**config.mk**
```make
export PLATFORM = sky130hd
export DESIGN_NAME = controlunit_pipe
export DESIGN_NICKNAME = d
export VERILOG_FILES = /design/src/rtl/controlunit_pipe.sv
export SDC_FILE = /design/constraint.sdc
export NUM_CORES = 1
export LEC_CHECK = 0
export ABC_AREA = 1
export CAP_MARGIN = 20
export CORE_MARGIN = 5
export CORE_UTILIZATION = 40
export CTS_BUF_LIST = sky130_fd_sc_hd__clkbuf_4 sky130_fd_sc_hd__clkbuf_8
export CTS_CLUSTER_SIZE = 24
export DETAILED_ROUTE_END_ITERATION = 10
export GPL_TIMING_DRIVEN = 0
export PLACE_DENSITY = 0.71
export SYNTH_ARGS = -nofsm -noshare
export SYNTH_HDL_FRONTEND = slang
export SYNTH_SLANG_ARGS = --single-unit
export TNS_END_PERCENT = 1
```
**constraint.sdc**
```tcl
create_clock -name clk -period 4.8 [get_ports clk]
set_input_delay 1.44 -clock clk [delete_from_list [all_inputs] [get_ports clk]]
set_output_delay 1.44 -clock clk [all_outputs]
set_load 0.02 [all_outputs]
```
**src/rtl/controlunit_pipe.sv**
```systemverilog
// Registered RV32I ALU-subset / LUI / GPIO-CSRRW decoder with valid/ready intake and RAW scoreboard.
// Optional build macro: ILLEGAL_CNT_EN adds a saturating illegal-instruction counter output.
module controlunit_pipe #(
  parameter int          XLEN         = 32,
  parameter int          HAZARD_DEPTH = 2,
  parameter logic [11:0] GPIO_OUT_CSR = 12'hF02,
  parameter logic [11:0] GPIO_IN_CSR  = 12'hF00
) (
  input  logic            clk,
  input  logic            rst,
  input  logic            instr_valid,
  input  logic [31:0]     instr,
  output logic            instr_ready,
  output logic            ctrl_valid,
  output logic            alusrc,
  output logic            regwrite,
  output logic [1:0]      regsel,
  output logic [3:0]      op,
  output logic            gpio_we,
  output logic [4:0]      rd_out,
  output logic [4:0]      rs1_out,
  output logic [4:0]      rs2_out,
  output logic [XLEN-1:0] imm_out,
  output logic            illegal
`ifdef ILLEGAL_CNT_EN
  ,
  output logic [15:0]     illegal_cnt
`endif
);

  localparam logic [6:0] OPC_R   = 7'b0110011;
  localparam logic [6:0] OPC_I   = 7'b0010011;
  localparam logic [6:0] OPC_LUI = 7'b0110111;
  localparam logic [6:0] OPC_SYS = 7'b1110011;

  localparam logic [3:0] OP_AND  = 4'b0000;
  localparam logic [3:0] OP_OR   = 4'b0001;
  localparam logic [3:0] OP_XOR  = 4'b0010;
  localparam logic [3:0] OP_ADD  = 4'b0011;
  localparam logic [3:0] OP_SUB  = 4'b0100;
  localparam logic [3:0] OP_SLL  = 4'b0101;
  localparam logic [3:0] OP_SRL  = 4'b0110;
  localparam logic [3:0] OP_SRA  = 4'b0111;
  localparam logic [3:0] OP_SLT  = 4'b1000;
  localparam logic [3:0] OP_SLTU = 4'b1001;

  logic [6:0]  opcode;
  logic [2:0]  funct3;
  logic [6:0]  funct7;
  logic [4:0]  rd_f, rs1_f, rs2_f;
  logic [11:0] csr;

  assign opcode = instr[6:0];
  assign rd_f   = instr[11:7];
  assign funct3 = instr[14:12];
  assign rs1_f  = instr[19:15];
  assign rs2_f  = instr[24:20];
  assign funct7 = instr[31:25];
  assign csr    = instr[31:20];

  // Returns {legal, op}; alt selects the funct7=0100000 variant (SUB/SRA)
  function automatic logic [4:0] alu_sel(input logic alt, input logic [2:0] f3);
    logic [4:0] r;
    case ({alt, f3})
      4'b0_000: r = {1'b1, OP_ADD};
      4'b1_000: r = {1'b1, OP_SUB};
      4'b0_001: r = {1'b1, OP_SLL};
      4'b0_010: r = {1'b1, OP_SLT};
      4'b0_011: r = {1'b1, OP_SLTU};
      4'b0_100: r = {1'b1, OP_XOR};
      4'b0_101: r = {1'b1, OP_SRL};
      4'b1_101: r = {1'b1, OP_SRA};
      4'b0_110: r = {1'b1, OP_OR};
      4'b0_111: r = {1'b1, OP_AND};
      default:  r = {1'b0, OP_ADD};
    endcase
    return r;
  endfunction

  logic            dec_alusrc, dec_regwrite, dec_gpio_we, dec_illegal;
  logic [1:0]      dec_regsel;
  logic [3:0]      dec_op;
  logic [XLEN-1:0] dec_imm;
  logic            use_rs1, use_rs2;
  logic            f7_ok, is_shift;
  logic [4:0]      sel;

  assign f7_ok    = (funct7 & 7'b1011111) == 7'b0;
  assign is_shift = (funct3 == 3'b001) || (funct3 == 3'b101);

  always_comb begin
    dec_alusrc   = 1'b0;
    dec_regwrite = 1'b0;
    dec_gpio_we  = 1'b0;
    dec_illegal  = 1'b0;
    dec_regsel   = 2'b01;
    dec_op       = OP_ADD;
    dec_imm      = '0;
    use_rs1      = 1'b0;
    use_rs2      = 1'b0;
    sel          = 5'b0;
    case (opcode)
      OPC_R: begin
        sel          = alu_sel(funct7[5], funct3);
        dec_illegal  = ~(f7_ok & sel[4]);
        dec_op       = sel[3:0];
        dec_regwrite = 1'b1;
        use_rs1      = 1'b1;
        use_rs2      = 1'b1;
      end
      OPC_I: begin
        // funct7 only qualifies the shifts; elsewhere those bits are immediate
        sel          = alu_sel(is_shift & funct7[5], funct3);
        dec_illegal  = ~sel[4] | (is_shift & ~f7_ok);
        dec_op       = sel[3:0];
        dec_alusrc   = 1'b1;
        dec_regwrite = 1'b1;
        use_rs1      = 1'b1;
        dec_imm      = is_shift ? XLEN'(rs2_f) : XLEN'($signed(instr[31:20]));
      end
      OPC_LUI: begin
        dec_imm      = XLEN'($signed({instr[31:12], 12'b0}));
        dec_regsel   = 2'b10;
        dec_regwrite = 1'b1;
      end
      OPC_SYS: begin
        if (funct3 == 3'b001 && csr == GPIO_OUT_CSR) begin
          dec_gpio_we = 1'b1;
          use_rs1     = 1'b1;
        end else if (funct3 == 3'b001 && csr == GPIO_IN_CSR) begin
          dec_regwrite = 1'b1;
          dec_regsel   = 2'b00;
        end else begin
          dec_illegal = 1'b1;
        end
      end
      default: dec_illegal = 1'b1;
    endcase
    if (dec_illegal) begin
      dec_alusrc   = 1'b0;
      dec_regwrite = 1'b0;
      dec_gpio_we  = 1'b0;
      dec_regsel   = 2'b01;
      dec_op       = OP_ADD;
      dec_imm      = '0;
      use_rs1      = 1'b0;
      use_rs2      = 1'b0;
    end
    if (rd_f == 5'd0) dec_regwrite = 1'b0;
  end

  logic                    accept;
  logic [HAZARD_DEPTH-1:0] hit;

  assign instr_ready = ~(|hit);
  assign accept      = instr_valid & instr_ready;

  // Each entry is one in-flight writeback; entries age by one slot per cycle
  genvar gi;
  generate
    for (gi = 0; gi < HAZARD_DEPTH; gi++) begin : g_sb
      logic       wr_reg;
      logic [4:0] rd_reg;
      if (gi == 0) begin : g_head
        always_ff @(posedge clk or posedge rst) begin
          if (rst) begin
            wr_reg <= 1'b0;
            rd_reg <= 5'd0;
          end else begin
            wr_reg <= accept & dec_regwrite;
            rd_reg <= rd_f;
          end
        end
      end else begin : g_tail
        always_ff @(posedge clk or posedge rst) begin
          if (rst) begin
            wr_reg <= 1'b0;
            rd_reg <= 5'd0;
          end else begin
            wr_reg <= g_sb[gi-1].wr_reg;
            rd_reg <= g_sb[gi-1].rd_reg;
          end
        end
      end
      assign hit[gi] = wr_reg &
                       ((use_rs1 && rs1_f != 5'd0 && rs1_f == rd_reg) ||
                        (use_rs2 && rs2_f != 5'd0 && rs2_f == rd_reg));
    end
  endgenerate

  always_ff @(posedge clk or posedge rst) begin
    if (rst) begin
      ctrl_valid <= 1'b0;
      alusrc     <= 1'b0;
      regwrite   <= 1'b0;
      regsel     <= 2'b00;
      op         <= 4'b0000;
      gpio_we    <= 1'b0;
      rd_out     <= 5'd0;
      rs1_out    <= 5'd0;
      rs2_out    <= 5'd0;
      imm_out    <= '0;
      illegal    <= 1'b0;
    end else if (accept) begin
      ctrl_valid <= 1'b1;
      alusrc     <= dec_alusrc;
      regwrite   <= dec_regwrite;
      regsel     <= dec_regsel;
      op         <= dec_op;
      gpio_we    <= dec_gpio_we;
      rd_out     <= rd_f;
      rs1_out    <= rs1_f;
      rs2_out    <= rs2_f;
      imm_out    <= dec_imm;
      illegal    <= dec_illegal;
    end else begin
      // Bubble: strobes drop, descriptive fields keep their last values
      ctrl_valid <= 1'b0;
      regwrite   <= 1'b0;
      gpio_we    <= 1'b0;
      illegal    <= 1'b0;
    end
  end

`ifdef ILLEGAL_CNT_EN
  always_ff @(posedge clk or posedge rst) begin
    if (rst) begin
      illegal_cnt <= 16'd0;
    end else if (accept && dec_illegal && illegal_cnt != 16'hFFFF) begin
      illegal_cnt <= illegal_cnt + 16'd1;
    end
  end
`endif

endmodule

```
==> flow_summary.toml, run 1 <==
[status]
outcome = "finished, final reports clean"

[clocking]
cts_made_buffers = 9
cts_tree = "done"
clockRootBuffer = "clkbuf_8"
hold_buffers = 0
clkTransAtPathRegs_ns = 0.08
htreeDepth = 3
cts.path.max_buffers = 2
clock_latency_ns = 0.36
cts_sinks = 69

[grt]
grt_overflow = 0
grt_max_degree = 70
antenna_found_initial = 0
grt_pass1_wl_um = 18100
grt_pass1_vias = 3583
grt_usage = 0.204

[sta]
post-route-period-util = 0.949
relSlewSlack = 0.434
min_period_ns = 4.55
skew_ns = 0.0107
drv_slew = 0
setup-violations-final = 0
hold_violations = 0
fmax_ghz = 0.220
worst_pin_slew_ns = 0.850
rsz0062_at_grt = "no"
setup_tns_ns = 0

[drt]
ant_nets = 0
totalWireLength_um = 11100
num_vias = 3576
drt_iter0_markers = 148
viasPerCell = 4.97
drt-pass1-iter-count = 5
drc = 0
routedWlPerCell_um = 15.5

[setup_path]
crit_type = "input port to primary output"
cp_top_family = "buffers and inverters"
cp.required_ns = 3.36
path_buf_inv = 4
cp_cell_sequence = "clkdlybuf4s50_1 -> inv_2 -> nor2_2 -> nand2_1 -> nor2_2 -> nand3_1 -> nand3_2 -> nand3_4 -> inv_4 -> nand2_1 -> clkbuf_2"
critPathMaxStageDelay_ns = 0.52
start_kind = "input port"
critical_path.max_fanout = 9
arrival_ns = 3.11
worst_setup_path_end_kind = "primary output"
critPathSlowestCell = "clkdlybuf4s50_1"

[logic_synthesis]
ys_seq_elements = 69
synthesis.area_mm2 = 0.00371
synth_cells = 498
avgSynthCellArea_um2 = 7.45
synth.area.top_cells = "dfrtp_1 (47%), nand2_1 (16%), nand3_1 (10%)"
yosysTopAreaCellShare = 0.465
synth_nets = 533
synth.largest_area_cell = "dfrtp_1"
ys_types = 29
ys.warnings.count = 0
synth-seq-area-share = 0.465

[min_path]
hold_path.class = "flip-flop to flip-flop"

[die]
dieWidth_um = 106
die-area_mm2 = 0.0113
initial_utilization = 0.405
row_count = 35
pin_count = 94
core_area_mm2 = 0.00915
die_h_um = 106

[pwr]
p_seq_frac = 0.460
power.density_mw_per_mm2 = 267
sw_frac_of_total = 0.269
p_sw_uw = 360
p_leak_nw = 2.52
p_total_mw = 1.34
power.internal_uw = 977
share_comb_of_total_power = 0.142
ir_drop_mv = 0.217
p_clk_frac = 0.398

[placement]
portBuffers = 93
place_congestion = 0.884
hpwl_um = 8600

[final_layout]
register_area_mm2 = 0.00173
n_fill_cell = 884
drive_above_1_share = 0.0938
final_nets = 638
largest_reg_flops = 32
multiInputGateArea_mm2 = 0.00162
syn_to_final_growth_pct = 34.7
diodes = 0

[run]
maxCapViolCount = 0
==> repair_timing <==
action / CTS / global route
gates resized for setup: 6 / 2
pin swaps: 1 / 0
endpoints found under the setup margin: 1 / 1
buffers inserted: 1 / 0
==> power by group through the flow <==
stage               logic [mW]  clock network, mW  registers (mW)
floorplan               0.0769                  0           0.642
global placement         0.191                  0           0.625
detailed placement       0.193                  0           0.625
CTS                      0.192              0.542           0.614
global route             0.209              0.566           0.617
finish                   0.190              0.533           0.614
==> layout make-up <==
type / count / area share
clock buffer: 10 / 0.0263
tap: 111 / 0.0278
buffer: 24 / 0.0383
timing repair buffer: 94 / 0.186
multi-input combinational: 359 / 0.323
sequential: 69 / 0.346
clock inverter: 6 / 0.0175
inverter: 46 / 0.0356
==> routing by layer <==
layer	part of all wire	up-vias	global-route usage
li1	-	1784	-
met4	0.012	0	0.0629
met5	0	-	0
met3	0.071	9	0.0522
met1	0.46	1663	0.277
met2	0.46	120	0.321
==> cell usage after synthesis <==
cell type    n
nand2_1    163
nand3_1     74
dfrtp_1     69
nor2_1      45
inv_1       40
o21ai_0     35
nand2_2     11
nor3_1      10
buf_6        9
clkbuf_1     9
inv_2        4
xor2_1       4
nand4_1      3
nor2_2       3
a21oi_1      2
buf_2        2
nand2_4      2
nor4_1       2
buf_1        1
buf_12       1
buf_4        1
buf_8        1
clkinv_1     1
inv_4        1
nand3_2      1
nand3_4      1
nor2_4       1
o21a_1       1
or4_1        1
==> placed cells by master (no fill, tap or decap), types with 2 or more instances in the layout <==
cell type,netlist,final
buf_4,1,2
clkinv_4,0,2
inv_2,4,4
nor3_1,10,10
clkbuf_1,9,9
o21ai_0,35,35
bufinv_16,0,2
dlygate4sd2_1,0,5
xor2_1,4,4
nand4_1,3,3
nor2_2,3,3
dfrtp_1,69,69
nand2_1,163,163
nand2_2,11,11
buf_2,2,2
inv_1,40,39
buf_6,9,9
clkbuf_8,0,9
clkdlybuf4s50_1,0,87
nor2_1,45,45
a21oi_1,2,2
nor4_1,2,2
nand2_4,2,2
clkinv_2,0,2
inv_4,1,2
nand3_1,74,74
==> worst paths after layout <==
| kind | depth (start not counted) | to | start | slack, ns |
|---|---|---|---|---|
| setup / recovery | 11 | instr_ready | instr[12] | 0.25 |
| hold / removal | 0 | g_sb[1].wr_reg | g_sb[0].wr_reg | 0.44 |
| setup reg to reg | 12 | rs1_out[0] | g_sb[0].rd_reg[4] | 3.05 |
| hold reg to reg | 0 | g_sb[1].wr_reg | g_sb[0].wr_reg | 0.44 |
| max in group asynchronous | 2 | imm_out[3] | rst | 2.63 |
| min in group asynchronous | 2 | imm_out[15] | rst | 1.62 |
==> worst reg2reg max path, delay by kind of cell (launching register included) <==
family | cells | cell delay [ns]
AOI/OAI and AO/OA | 1 | 0.14
and+or+nand+nor | 8 | 0.65
DFF | 1 | 0.44
buffers and inverters | 3 | 0.41
==> through the flow <==
| step | util | hold slack, ns | std cells | setup WS [ns] | area [µm²] |
|---|---|---|---|---|---|
| 2_1_floorplan | - | 0.395 | 498 | 1.04 | 3710 |
| 3_3_place_gp | 0.522 | 0.426 | 702 | -0.298 | 4780 |
| 3_5_place_dp | 0.522 | 0.429 | 702 | -0.233 | 4780 |
| 4_1_cts | 0.546 | 0.446 | 719 | 0.0885 | 5000 |
| 5_1_grt | 0.546 | 0.468 | 719 | 0.0967 | 5000 |
| 6_report | 0.546 | 0.444 | 719 | 0.246 | 5000 |
==> cell families (layout without fill, tap and decap cells) <==
group,count (synthesis),after routing,share of synthesized area
and+or+nand+nor,317,317,0.374
AOI/OAI and AO/OA,38,38,0.0519
xor gates and xnor gates,4,4,0.00944
buffers and inverters,70,180,0.0988
DFF,69,69,0.465
(Power assumes the default switching activity.)
==> inputs of run 2 (changes only) <==
- CAP_MARGIN: 20 -> unset
==> results of run 2 <==
The final DEF is identical to that of run 1; final timing and power are the same.
